### config.mk
export PLATFORM = sky130hd
export DESIGN_NAME = fifomult_param
export DESIGN_NICKNAME = d
export VERILOG_FILES = /design/src/rtl/fifomult_param.sv
export SDC_FILE = /design/constraint.sdc
export NUM_CORES = 1
export LEC_CHECK = 0
export ABC_AREA = 1
export ABC_CLOCK_PERIOD_IN_PS = 7600
export BUFFER_PORTS_ARGS = -buffer_cell sky130_fd_sc_hd__buf_2
export CAP_MARGIN = 20
export CORE_ASPECT_RATIO = 1.1
export CORE_MARGIN = 10
export CORE_UTILIZATION = 65
export DETAILED_ROUTE_END_ITERATION = 12
export HOLD_SLACK_MARGIN = 0.08
export PLACE_DENSITY = 0.79
export SETUP_SLACK_MARGIN = 0.4
export SLEW_MARGIN = 25
export SYNTH_ARGS = -nofsm -noshare
export SYNTH_HDL_FRONTEND = slang
export SYNTH_SLANG_ARGS = --single-unit
### constraint.sdc
create_clock -name clk -period 7.6 [get_ports clk]
set_clock_uncertainty 0.05 [all_clocks]
set_input_delay 1.52 -clock clk [delete_from_list [all_inputs] [get_ports clk]]
set_output_delay 1.52 -clock clk [all_outputs]
set_load 0.01 [all_outputs]
### src/rtl/fifomult_param.sv
// ============================================================================
// Module   : fifomult_param
// Purpose  : Serial-operand (A then B) multiplier with parity checking, a
//            two-stage product pipeline and a valid/ready output FIFO.
// Revision : 1.0
// ============================================================================
`default_nettype none

module fifomult_param #(
    parameter int DATA_W    = 16,
    parameter int OUT_DEPTH = 4,
    parameter bit SIGNED    = 1'b1
) (
    input  logic                           clk,
    input  logic                           rst,
    input  logic [DATA_W-1:0]              data_in,
    input  logic                           data_in_parity,
    input  logic                           data_in_valid,
    output logic                           busy_out,
    output logic [2*DATA_W-1:0]            data_out,
    output logic                           data_out_parity,
    output logic                           data_out_valid,
    input  logic                           data_out_ready,
    output logic                           data_in_parity_error,
    output logic [$clog2(OUT_DEPTH+1)-1:0] result_count
);

    localparam int PROD_W = 2 * DATA_W;
    localparam int PTR_W  = $clog2(OUT_DEPTH);
    localparam int CNT_W  = $clog2(OUT_DEPTH + 1);
    localparam logic [CNT_W:0] C_DEPTH = (CNT_W + 1)'(OUT_DEPTH);

    typedef enum logic [0:0] {
        WAIT_A = 1'b0,
        WAIT_B = 1'b1
    } state_t;

    state_t              r_state;
    logic [DATA_W-1:0]   r_a;
    logic [DATA_W-1:0]   r_b;
    logic                r_err_a;
    logic                r_err_b;
    logic                r_issue_v;
    logic [PROD_W-1:0]   r_s1_prod;
    logic                r_s1_err;
    logic                r_s1_v;
    logic [PROD_W-1:0]   r_mem_data [OUT_DEPTH];
    logic                r_mem_par  [OUT_DEPTH];
    logic                r_mem_err  [OUT_DEPTH];
    logic [PTR_W-1:0]    r_wr_ptr;
    logic [PTR_W-1:0]    r_rd_ptr;
    logic [CNT_W-1:0]    r_count;
    logic                r_busy;

    logic                w_accept;
    logic                w_in_err;
    logic                w_push;
    logic                w_pop;
    logic [1:0]          w_inflight;
    logic [CNT_W:0]      w_occupancy;
    logic [PROD_W-1:0]   w_a_ext;
    logic [PROD_W-1:0]   w_b_ext;
    logic [PROD_W-1:0]   w_prod;

    assign w_accept = data_in_valid & ~r_busy;
    assign w_in_err = data_in_parity ^ (^data_in);

    // Extending both operands to the full product width makes the truncated
    // product exact for either signedness.
    generate
        if (SIGNED) begin : g_signed
            assign w_a_ext = {{DATA_W{r_a[DATA_W-1]}}, r_a};
            assign w_b_ext = {{DATA_W{r_b[DATA_W-1]}}, r_b};
        end else begin : g_unsigned
            assign w_a_ext = {{DATA_W{1'b0}}, r_a};
            assign w_b_ext = {{DATA_W{1'b0}}, r_b};
        end
    endgenerate

    assign w_prod = w_a_ext * w_b_ext;

    always_ff @(posedge clk) begin
        if (rst) begin
            r_state   <= WAIT_A;
            r_a       <= '0;
            r_b       <= '0;
            r_err_a   <= 1'b0;
            r_err_b   <= 1'b0;
            r_issue_v <= 1'b0;
        end else begin
            r_issue_v <= 1'b0;
            if (w_accept) begin
                if (r_state == WAIT_A) begin
                    r_a     <= data_in;
                    r_err_a <= w_in_err;
                    r_state <= WAIT_B;
                end else begin
                    r_b       <= data_in;
                    r_err_b   <= w_in_err;
                    r_issue_v <= 1'b1;
                    r_state   <= WAIT_A;
                end
            end
        end
    end

    always_ff @(posedge clk) begin
        if (rst) begin
            r_s1_v    <= 1'b0;
            r_s1_err  <= 1'b0;
            r_s1_prod <= '0;
        end else begin
            r_s1_v <= r_issue_v;
            if (r_issue_v) begin
                r_s1_err  <= r_err_a | r_err_b;
                r_s1_prod <= (r_err_a | r_err_b) ? '0 : w_prod;
            end
        end
    end

    assign w_push = r_s1_v;
    assign w_pop  = data_out_valid & data_out_ready;

    always_ff @(posedge clk) begin
        if (w_push) begin
            r_mem_data[r_wr_ptr] <= r_s1_prod;
            r_mem_par[r_wr_ptr]  <= ^r_s1_prod;
            r_mem_err[r_wr_ptr]  <= r_s1_err;
        end
    end

    always_ff @(posedge clk) begin
        if (rst) begin
            r_wr_ptr <= '0;
            r_rd_ptr <= '0;
            r_count  <= '0;
        end else begin
            if (w_push) begin
                r_wr_ptr <= r_wr_ptr + PTR_W'(1);
            end
            if (w_pop) begin
                r_rd_ptr <= r_rd_ptr + PTR_W'(1);
            end
            case ({w_push, w_pop})
                2'b10:   r_count <= r_count + CNT_W'(1);
                2'b01:   r_count <= r_count - CNT_W'(1);
                default: r_count <= r_count;
            endcase
        end
    end

    // Everything accepted but not yet popped, including a half-collected pair;
    // the one-cycle lag of the registered flag is safe because only an A
    // acceptance grows this sum and it must be followed by a neutral B.
    assign w_inflight  = {1'b0, r_issue_v} + {1'b0, r_s1_v} + {1'b0, (r_state == WAIT_B)};
    assign w_occupancy = {1'b0, r_count} + (CNT_W + 1)'(w_inflight);

    always_ff @(posedge clk) begin
        if (rst) begin
            r_busy <= 1'b0;
        end else begin
            r_busy <= (w_occupancy >= C_DEPTH);
        end
    end

    assign busy_out             = r_busy;
    assign result_count         = r_count;
    assign data_out_valid       = (r_count != '0);
    assign data_out             = data_out_valid ? r_mem_data[r_rd_ptr] : '0;
    assign data_out_parity      = data_out_valid ? r_mem_par[r_rd_ptr]  : 1'b0;
    assign data_in_parity_error = data_out_valid ? r_mem_err[r_rd_ptr]  : 1'b0;

endmodule

`default_nettype wire

==> qor.csv, run 1 <==
metric,value,unit
status,completed,
drive_gt1_share,6.81,%
root_buffer,clkbuf_16,
fin_total_pwr,2900,uW
p_int,2030,uW
crit_buf_inv,3,
fin_setup_tns,0,ps
wirelength,46100,um
initial_core_util,65.8,%
seq_area,0.00569,mm^2
synth_compound_area_share,6.85,%
cp_cell_sequence,nand2_1 -> inv_1 -> fa_1 -> fa_1 -> fa_1 -> fa_1 -> inv_1 -> fa_1 -> inv_1 -> fa_1 -> ha_1 -> nand2_1 -> nor2_1 -> nand2_1 -> nor4_2 -> nand2_1 -> nand2_1 -> nand2_1 -> nand3_1 -> a21oi_1,
die_h,201,um
synth-adder-area-share,32.9,%
multi_input_area,0.0113,mm^2
dp.cells,2627,
post-dp-hpwl,35700,um
ys.flop_type,edfxtp_1,
clkPwrFrac,34.5,%
maxCapViolations,0,
cts.path.max_buffers,3,
synth_top_family_by_area,adder cells,
fin_util,69.6,%
p_switching,871,uW
max-slew-margin-rel,35.6,%
seq_power_share,46.1,%
netlist_instances,2285,
ys_warn_count,0,
die-area,0.0372,mm^2
core,0.0295,mm^2
drt-initial-drc-count,968,
drt_pass1_iterations,5,
yosys.area_share.simple,16.7,%
drc,0,
cts_tree,done,
grt_usage,25.4,%
vias,14400,
synthArstFlopShare,0,%
setup_slack,1390,ps
grt_pass1_wl,75500,um
port_buffers,59,
die_w,185,um
path_max_fanout,17,
rows,66,
synth-seq-cells,216,
clkSinkCount,216,
critical_path.slowest_cell,fa_1,
power_leakage,0.0107,uW
p_comb_share,19.4,%
post-route-period-util,81.7,%
cts_buffers,22,
ioPinCount,60,
holdBufCountCts,0,
synth-edff-count,136,
arrival,6510,ps
critPathKind,register to register,
critPathMaxStageDelay,900,ps
synthMuxAreaShare,0,%
setup_violations,0,
syn_avg_cell_area,8.49,um^2
overflow,0,
slew_violations,0,
tightest_slew,966,ps
period_needed,6210,ps
htree_levels,1,
path_delay_family,adder cells,
fmaxAchievable,161,MHz
cp.required,7890,ps
via_per_inst,5.41,
synth-seq-area-share,29.3,%
hold_path_class,register to register,
cts_resized,0,
grt_start_max_net_pins,70,
fillers,2373,
gp_congestion,0.889,
synth_xor_xnor_area_share,1.94,%
worst_setup_path_start_kind,register,
fin_nets,2650,
syn-cell-area,0.0194,mm^2
antenna_cells,0,
grt_pass1_vias,14900,
cts_setup_buffers,0,
fin_cells,2666,
area_delta_synth_final,5.80,%
dp_worst_setup_slack,1450,ps
path_clk_slew,60,ps
wl_per_cell,17.3,um
clkLatencyLatePin,520,ps
postRouteAntennaNets,0,
rsz0062_at_grt,false,
cp-end-kind,register,
ys_types,37,
power_density,141,mW/mm^2
grt_antenna_before_repair,0,
synth_nets,2658,
hold_viol,0,
swShare,30.0,%
peakVddDrop,0.184,mV
per-layer routing:
metal | vias up | GRT usage, % | wire [um]
met5 | - | 0 | 0
met4 | 0 | 9.94 | 1800
met3 | 105 | 2.81 | 2620
met2 | 475 | 44.6 | 23500
met1 | 6998 | 31.2 | 18300
li1 | 6847 | - | -
synth_stat cells (11+ instances only):
cell type	count	area, um^2
a21oi_1	106	531
a22o_1	15	131
clkbuf_1	93	349
dfxtp_1	80	1600
edfxtp_1	136	4080
fa_1	264	5290
ha_1	88	1100
inv_1	510	1910
inv_2	14	52.6
nand2_1	478	1790
nand2_2	11	68.8
nand3_1	51	255
nand4_1	12	75.1
nor2_1	207	777
o21ai_0	110	551
xnor2_1	33	289
cell type report:
cell class,count,share of cell area (%)
Multi-Input combinational cell,1438,55.2
Inverter,527,9.64
Sequential cell,216,27.7
Clock buffer,30,2.98
Tap cell,374,2.28
Clock inverter,9,0.250
Timing Repair Buffer,72,1.91
cells in the final DEF (no fill, tap or decap), types with 12 or more instances in the layout:
cell type and n:
inv_1 505, nand2_1 478, fa_1 264, nor2_1 207, edfxtp_1 136, o21ai_0 110, a21oi_1 106, ha_1 88
dfxtp_1 79, buf_2 59, nand3_1 51, xnor2_1 33, clkbuf_16 23, inv_2 15, a22o_1 15, buf_4 13
nand4_1 12
stage by stage:
| step | area (um^2) | hold slack, ps |
|---|---|---|
| after global placement | 19900 | 403 |
| after floorplan | 19400 | 386 |
| final | 20500 | 425 |
| after detailed placement | 19900 | 418 |
| after CTS | 20500 | 427 |
| after global routing | 20500 | 454 |
path summary, 6_finish.rpt:
path,from,endpoint,slack [ps],cells after the start
worst max-delay path,r_b[1]$_SDFFE_PP0P_,r_s1_prod[30]$_SDFFE_PP0P_,1390,20
worst min-delay path,r_rd_ptr[1]$_SDFFE_PP0P_,r_rd_ptr[1]$_SDFFE_PP0P_,420,2
worst max register to register,r_b[1]$_SDFFE_PP0P_,r_s1_prod[30]$_SDFFE_PP0P_,1390,20
worst min register to register,r_rd_ptr[1]$_SDFFE_PP0P_,r_rd_ptr[1]$_SDFFE_PP0P_,420,2
cells by family after synthesis:
family | after synthesis
and+or+nand+nor | 797
buffers and inverters | 631
adders and majority gates | 352
AOI/OAI and AO/OA | 246
DFF | 216
xor gates and xnor gates | 43
sequential cells by signal, indices dropped and copies added (netlist names), named ones only:
signal        flops
busy_out          1
r_a              16
r_b              16
r_err_a           1
r_err_b           1
r_issue_v         1
r_mem_data      128
r_mem_err         4
r_mem_par         4
r_rd_ptr          2
r_s1_err          1
r_s1_prod        32
r_s1_v            1
r_state           1
r_wr_ptr          2
result_count      3
worst min-delay path, cell delays in order, from the launching register on:
cell and delay [ps]:
dfxtp_1 290, inv_1 60, a21oi_1 70
power groups by stage:
stage	Combinational [uW]	Sequential (uW)	Clock (uW)
after floorplan	451	1300	0
after global placement	544	1360	0
after detailed placement	564	1360	0
after CTS	566	1340	1010
after global routing	647	1340	1060
final	563	1340	1000
(Power assumes the default switching activity.)
==> run 2: changes to the inputs <==
- ABC_CLOCK_PERIOD_IN_PS: 7600 -> 5850
- clock period: 7.6 -> 5.85 ns (I/O delays scaled with it)
==> qor.csv, run 2 (same netlist as run 1, synthesis figures left out) <==
metric,value,unit,change
largest_reg_flops,128,,unchanged
seq_power_share,41.6,%,was 46.1%
fin_setup_tns,0,ps,unchanged
layout_common_cells,"inv_1 (493), nand2_1 (440), fa_1 (247)",,"was inv_1 (505), nand2_1 (478), fa_1 (264)"
initial_core_util,65.8,%,unchanged
vias,15200,,was 14400
postRouteAntennaNets,0,,unchanged
cts_tree,done,,unchanged
via_per_inst,5.53,,was 5.41
p_int,2830,uW,was 2030 uW
clkSinkCount,216,,unchanged
overflow,0,,unchanged
p_switching,1220,uW,was 871 uW
power_density,184,mW/mm^2,was 141 mW/mm^2
setup_violations,0,,unchanged
grt_antenna_before_repair,0,,unchanged
swShare,30.1,%,was 30.0%
seq_area,0.00576,mm^2,was 0.00569 mm^2
clkLatencyLatePin,530,ps,was 520 ps
post-route-period-util,94.6,%,was 81.7%
worst_setup_path_start_kind,register,,unchanged
cts.path.max_buffers,3,,unchanged
die-area,0.0372,mm^2,unchanged
fillers,2074,,was 2373
ioPinCount,60,,unchanged
arrival,5840,ps,was 6510 ps
grt_pass1_wl,77900,um,was 75500 um
multi_input_area,0.0120,mm^2,was 0.0113 mm^2
drc,0,,unchanged
peakVddDrop,0.222,mV,was 0.184 mV
area_delta_synth_final,13.6,%,was 5.80%
port_buffers,59,,unchanged
wirelength,48900,um,was 46100 um
slew_violations,0,,unchanged
grt_pass1_vias,15700,,was 14900
rsz0062_at_grt,true,,was false
hold_viol,0,,unchanged
root_buffer,clkbuf_16,,unchanged
grt_usage,25.8,%,was 25.4%
die_h,201,um,unchanged
path_clk_slew,70,ps,was 60 ps
core,0.0295,mm^2,unchanged
grt_start_max_net_pins,69,,was 70
gp_congestion,0.956,,was 0.889
regMostFlops,r_mem_data,,unchanged
htree_levels,1,,unchanged
path_max_fanout,8,,was 17
power_leakage,0.0114,uW,was 0.0107 uW
period_needed,5530,ps,was 6210 ps
hold_path_class,register to register,,unchanged
drive_gt1_share,16.3,%,was 6.81%
antenna_cells,0,,unchanged
wl_per_cell,17.8,um,was 17.3 um
status,completed,,unchanged
drt-initial-drc-count,1305,,was 968
die_w,185,um,unchanged
drt_pass1_iterations,8,,was 5
max-slew-margin-rel,33.8,%,was 35.6%
fmaxAchievable,181,MHz,was 161 MHz
rows,66,,unchanged
final_common_cell,inv_1,,unchanged
holdBufCountCts,0,,unchanged
critPathKind,register to register,,unchanged
top_regs,"r_mem_data: 128 flops, r_s1_prod: 32 flops",,unchanged
tightest_slew,987,ps,was 966 ps
fin_nets,2735,,was 2650
cts_buffers,22,,unchanged
cp-end-kind,register,,unchanged
clkPwrFrac,33.7,%,was 34.5%
cp.required,6160,ps,was 7890 ps
maxCapViolations,0,,unchanged
p_comb_share,24.8,%,was 19.4%
holdWs,423,ps,was 425 ps
post-dp-hpwl,36900,um,was 35700 um
## run 2: repair_timing
action,CTS,global route
resized for setup,60,168
pin swaps,5,56
buffers inserted,4,44
endpoints found under the setup margin,21,20
## run 2: metal layers
| metal | wire length, um | global-route usage, % |
|---|---|---|
| met3 | 3030 | 3.19 |
| met4 | 2010 | 8.80 |
| met2 | 25000 | 46.6 |
| met1 | 18900 | 30.9 |
| met5 | 0 | 0 |
## run 2: metrics by stage
| step | std cells | utilization (%) | power, uW | area (um^2) | worst slack, ps |
|---|---|---|---|---|---|
| after CTS | 2708 | 71.6 | 3910 | 21100 | 387 |
| final | 2752 | 74.8 | 4050 | 22000 | 315 |
| after floorplan | 2285 | - | 2270 | 19400 | 457 |
| after detailed placement | 2664 | 68.4 | 2530 | 20200 | 130 |
| after global routing | 2752 | 74.8 | 4240 | 22000 | 105 |
| after global placement | 2664 | 68.4 | 2490 | 20200 | 185 |
## run 2: path summary, 6_finish.rpt
check                           start                         end  slack, ps  cells after the start
max              r_a[15]$_SDFFE_PP0P_  r_s1_prod[30]$_SDFFE_PP0P_        320                     21
min          r_rd_ptr[1]$_SDFFE_PP0P_    r_rd_ptr[1]$_SDFFE_PP0P_        420                      2
max reg2reg      r_a[15]$_SDFFE_PP0P_  r_s1_prod[30]$_SDFFE_PP0P_        320                     21
min reg2reg  r_rd_ptr[1]$_SDFFE_PP0P_    r_rd_ptr[1]$_SDFFE_PP0P_        420                      2
## run 2: cell type report
cell class                 instances  area share (%)
clock buffer                      31            2.84
clock inverter                     9           0.329
multi-input combinational       1438            54.4
timing repair buffer             157            5.20
sequential                       216            26.1
tap                              374            2.12
inverter                         527            8.99
## run 2: power groups by stage
| stage | Combinational, uW | Sequential (uW) | Clock, uW |
|---|---|---|---|
| floorplan | 586 | 1680 | 0 |
| global placement | 780 | 1710 | 0 |
| detailed placement | 808 | 1720 | 0 |
| CTS | 848 | 1680 | 1380 |
| global route | 1110 | 1690 | 1440 |
| finish | 1000 | 1680 | 1360 |
## run 2: worst max-delay path, cell delays in order, from the launching register on
cell,delay [ps]
dfxtp_4,430
nand2_2,120
fa_1,490
inv_1,140
fa_2,530
buf_12,170
fa_2,510
inv_1,60
fa_1,550
inv_1,60
fa_1,560
fa_1,460
ha_4,320
nand2_4,60
nor2_4,120
nand2_2,90
nor4_2,260
nand2_1,120
nand2_1,70
nand2_1,60
nand3_2,70
a21oi_2,80
==> run 3: changes to the inputs <==
- CAP_MARGIN: 20 -> not set
- SETUP_SLACK_MARGIN: 0.4 -> not set
==> qor.csv, run 3 (same netlist as run 1, synthesis figures left out) <==
metric,value,unit,change
gr-usage-met1,30.4,%,was 30.9%
die_h,201,um,unchanged
grt_start_max_net_pins,70,,was 69
min-delay-start,r_b[14]$_SDFFE_PP0P_,,was r_rd_ptr[1]$_SDFFE_PP0P_
worst_setup_path_start_kind,register,,unchanged
period_needed,5630,ps,was 5530 ps
grt_antenna_before_repair,0,,unchanged
gp_congestion,0.927,,was 0.956
slew_violations,0,,unchanged
regMostFlops,r_mem_data,,unchanged
fmaxAchievable,178,MHz,was 181 MHz
post-route-period-util,96.2,%,was 94.6%
critPathMaxStageDelay,570,ps,was 560 ps
ioPinCount,60,,unchanged
cts.path.max_buffers,3,,unchanged
path_max_fanout,11,,was 8
clkLatencyLatePin,520,ps,was 530 ps
seq_area,0.00571,mm^2,was 0.00576 mm^2
grt_util_met2,46.1,%,was 46.6%
max-slew-margin-rel,35.4,%,was 33.8%
path_delay_family,adder cells,,unchanged
fin_nets,2682,,was 2735
root_buffer,clkbuf_16,,unchanged
largest_reg_flops,128,,unchanged
port_buffers,59,,unchanged
grt_usage,25.4,%,was 25.8%
grt-busiest-layer,met2,,unchanged
vias,14600,,was 15200
cts_buffers,22,,unchanged
wirelength,46400,um,was 48900 um
dpl_cell_area,0.0201,mm^2,was 0.0202 mm^2
wl_per_cell,17.2,um,was 17.8 um
rsz0062_at_grt,false,,was true
htree_levels,1,,unchanged
critPathKind,register to register,,unchanged
postRouteAntennaNets,0,,unchanged
peakVddDrop,0.268,mV,was 0.222 mV
crit_buf_inv,6,,was 4
drt-initial-drc-count,1148,,was 1305
multi_input_area,0.0114,mm^2,was 0.0120 mm^2
clkSinkCount,216,,unchanged
power_density,187,mW/mm^2,was 184 mW/mm^2
drc,0,,unchanged
final_common_cell,inv_1,,unchanged
hold_viol,0,,unchanged
r2r_start,r_a[15]$_SDFFE_PP0P_,,unchanged
core,0.0295,mm^2,unchanged
path_clk_slew,60,ps,was 70 ps
initial_core_util,65.8,%,unchanged
cp.required,6140,ps,was 6160 ps
cp-end-kind,register,,unchanged
cts_tree,done,,unchanged
fin_area,0.0209,mm^2,was 0.0220 mm^2
post-dp-hpwl,36300,um,was 36900 um
maxCapViolations,0,,unchanged
overflow,0,,unchanged
arrival,5920,ps,was 5840 ps
holdWs,428,ps,was 423 ps
status,completed,,unchanged
die-area,0.0372,mm^2,unchanged
hold_path_class,register to register,,unchanged
crit_start,r_a[15]$_SDFFE_PP0P_,,unchanged
tightest_slew,964,ps,was 987 ps
die_w,185,um,unchanged
top_regs,"r_mem_data: 128 flops, r_s1_prod: 32 flops",,unchanged
drive_gt1_share,9.55,%,was 16.3%
setup_violations,0,,unchanged
fillers,2269,,was 2074
cp_cell_sequence,buf_4 -> nand2_1 -> fa_1 -> inv_2 -> fa_1 -> inv_1 -> fa_1 -> inv_1 -> fa_1 -> inv_1 -> fa_1 -> inv_1 -> fa_1 -> ha_2 -> nand2_1 -> nor2_1 -> nand2_1 -> nor4_2 -> nand2_1 -> nand2_1 -> nand2_1 -> nand3_1 -> a21oi_1,,was nand2_2 -> fa_1 -> inv_1 -> fa_2 -> buf_12 -> fa_2 -> inv_1 -> fa_1 -> inv_1 -> fa_1 -> fa_1 -> ha_4 -> nand2_4 -> nor2_4 -> nand2_2 -> nor4_2 -> nand2_1 -> nand2_1 -> nand2_1 -> nand3_2 -> a21oi_2
grt_pass1_vias,15100,,was 15700
area_delta_synth_final,7.82,%,was 13.6%
power_leakage,0.0109,uW,was 0.0114 uW
via_per_inst,5.39,,was 5.53
rows,66,,unchanged
drt_pass1_iterations,5,,was 8
layout_common_cells,"inv_1 (503), nand2_1 (476), fa_1 (260)",,"was inv_1 (493), nand2_1 (440), fa_1 (247)"
grt_pass1_wl,76100,um,was 77900 um
critical_path.slowest_cell,fa_1,,unchanged
grtUsageMet3,2.90,%,was 3.19%
==> run 3: area by class of cell <==
type | count | area share, %
antenna | 1 | 0.0120
timing repair buffer | 104 | 3.15
sequential | 216 | 27.3
inverter | 527 | 9.46
tap | 374 | 2.24
clock buffer | 30 | 2.88
multi-input combinational | 1438 | 54.4
clock inverter | 9 | 0.586
==> run 3: metrics by stage <==
| stage | power [uW] | util [%] | TNS (ps) | worst slack [ps] | cells |
|---|---|---|---|---|---|
| after floorplan | 2270 | - | 0 | 273 | 2285 |
| after global placement | 2480 | 68.2 | 0 | 60.2 | 2657 |
| after detailed placement | 2510 | 68.2 | -26.7 | -26.7 | 2657 |
| after CTS | 3910 | 70.7 | 0 | 21.1 | 2696 |
| after global routing | 4090 | 71.0 | 0 | 1.37 | 2698 |
| final | 3920 | 71.0 | 0 | 221 | 2699 |
==> run 3: routing by layer <==
layer / part of all wire (%) / vias up
li1: - / 6906
met1: 40 / 7065
met2: 51 / 478
met3: 5.7 / 102
met4: 3.3 / 0
met5: 0 / -
==> run 3: power by group <==
group,leakage [uW],switching [uW],internal [uW]
sequential,0.00192,52.1,1640
combinational,0.00864,514,289
clock,0.000347,570,853
==> run 3: worst register-to-register path, stage by stage, from the launching register on <==
cell and delay (ps):
dfxtp_2 400, buf_4 200, nand2_1 140, fa_1 570, inv_2 80, fa_1 550
inv_1 60, fa_1 480, inv_1 50, fa_1 490, inv_1 50, fa_1 470
inv_1 50, fa_1 440, ha_2 390, nand2_1 80, nor2_1 130, nand2_1 140
nor4_2 150, nand2_1 160, nand2_1 100, nand2_1 50, nand3_1 60, a21oi_1 90
==> run 3: worst paths after layout <==
| path | endpoint | cells past startpoint | slack, ps |
|---|---|---|---|
| worst max-delay path | r_s1_prod[30]$_SDFFE_PP0P_ | 23 | 220 |
| worst max register to register | r_s1_prod[30]$_SDFFE_PP0P_ | 23 | 220 |
| worst min-delay path | r_b[14]$_SDFFE_PP0P_ | 1 | 430 |
| worst min register to register | r_b[14]$_SDFFE_PP0P_ | 1 | 430 |
==> run 3: what timing repair did <==
item,CTS,global route
gates resized for setup,2,35
pin swaps,0,1
setup endpoints to repair,2,15
hold buffers,0,0
setup buffers,0,2
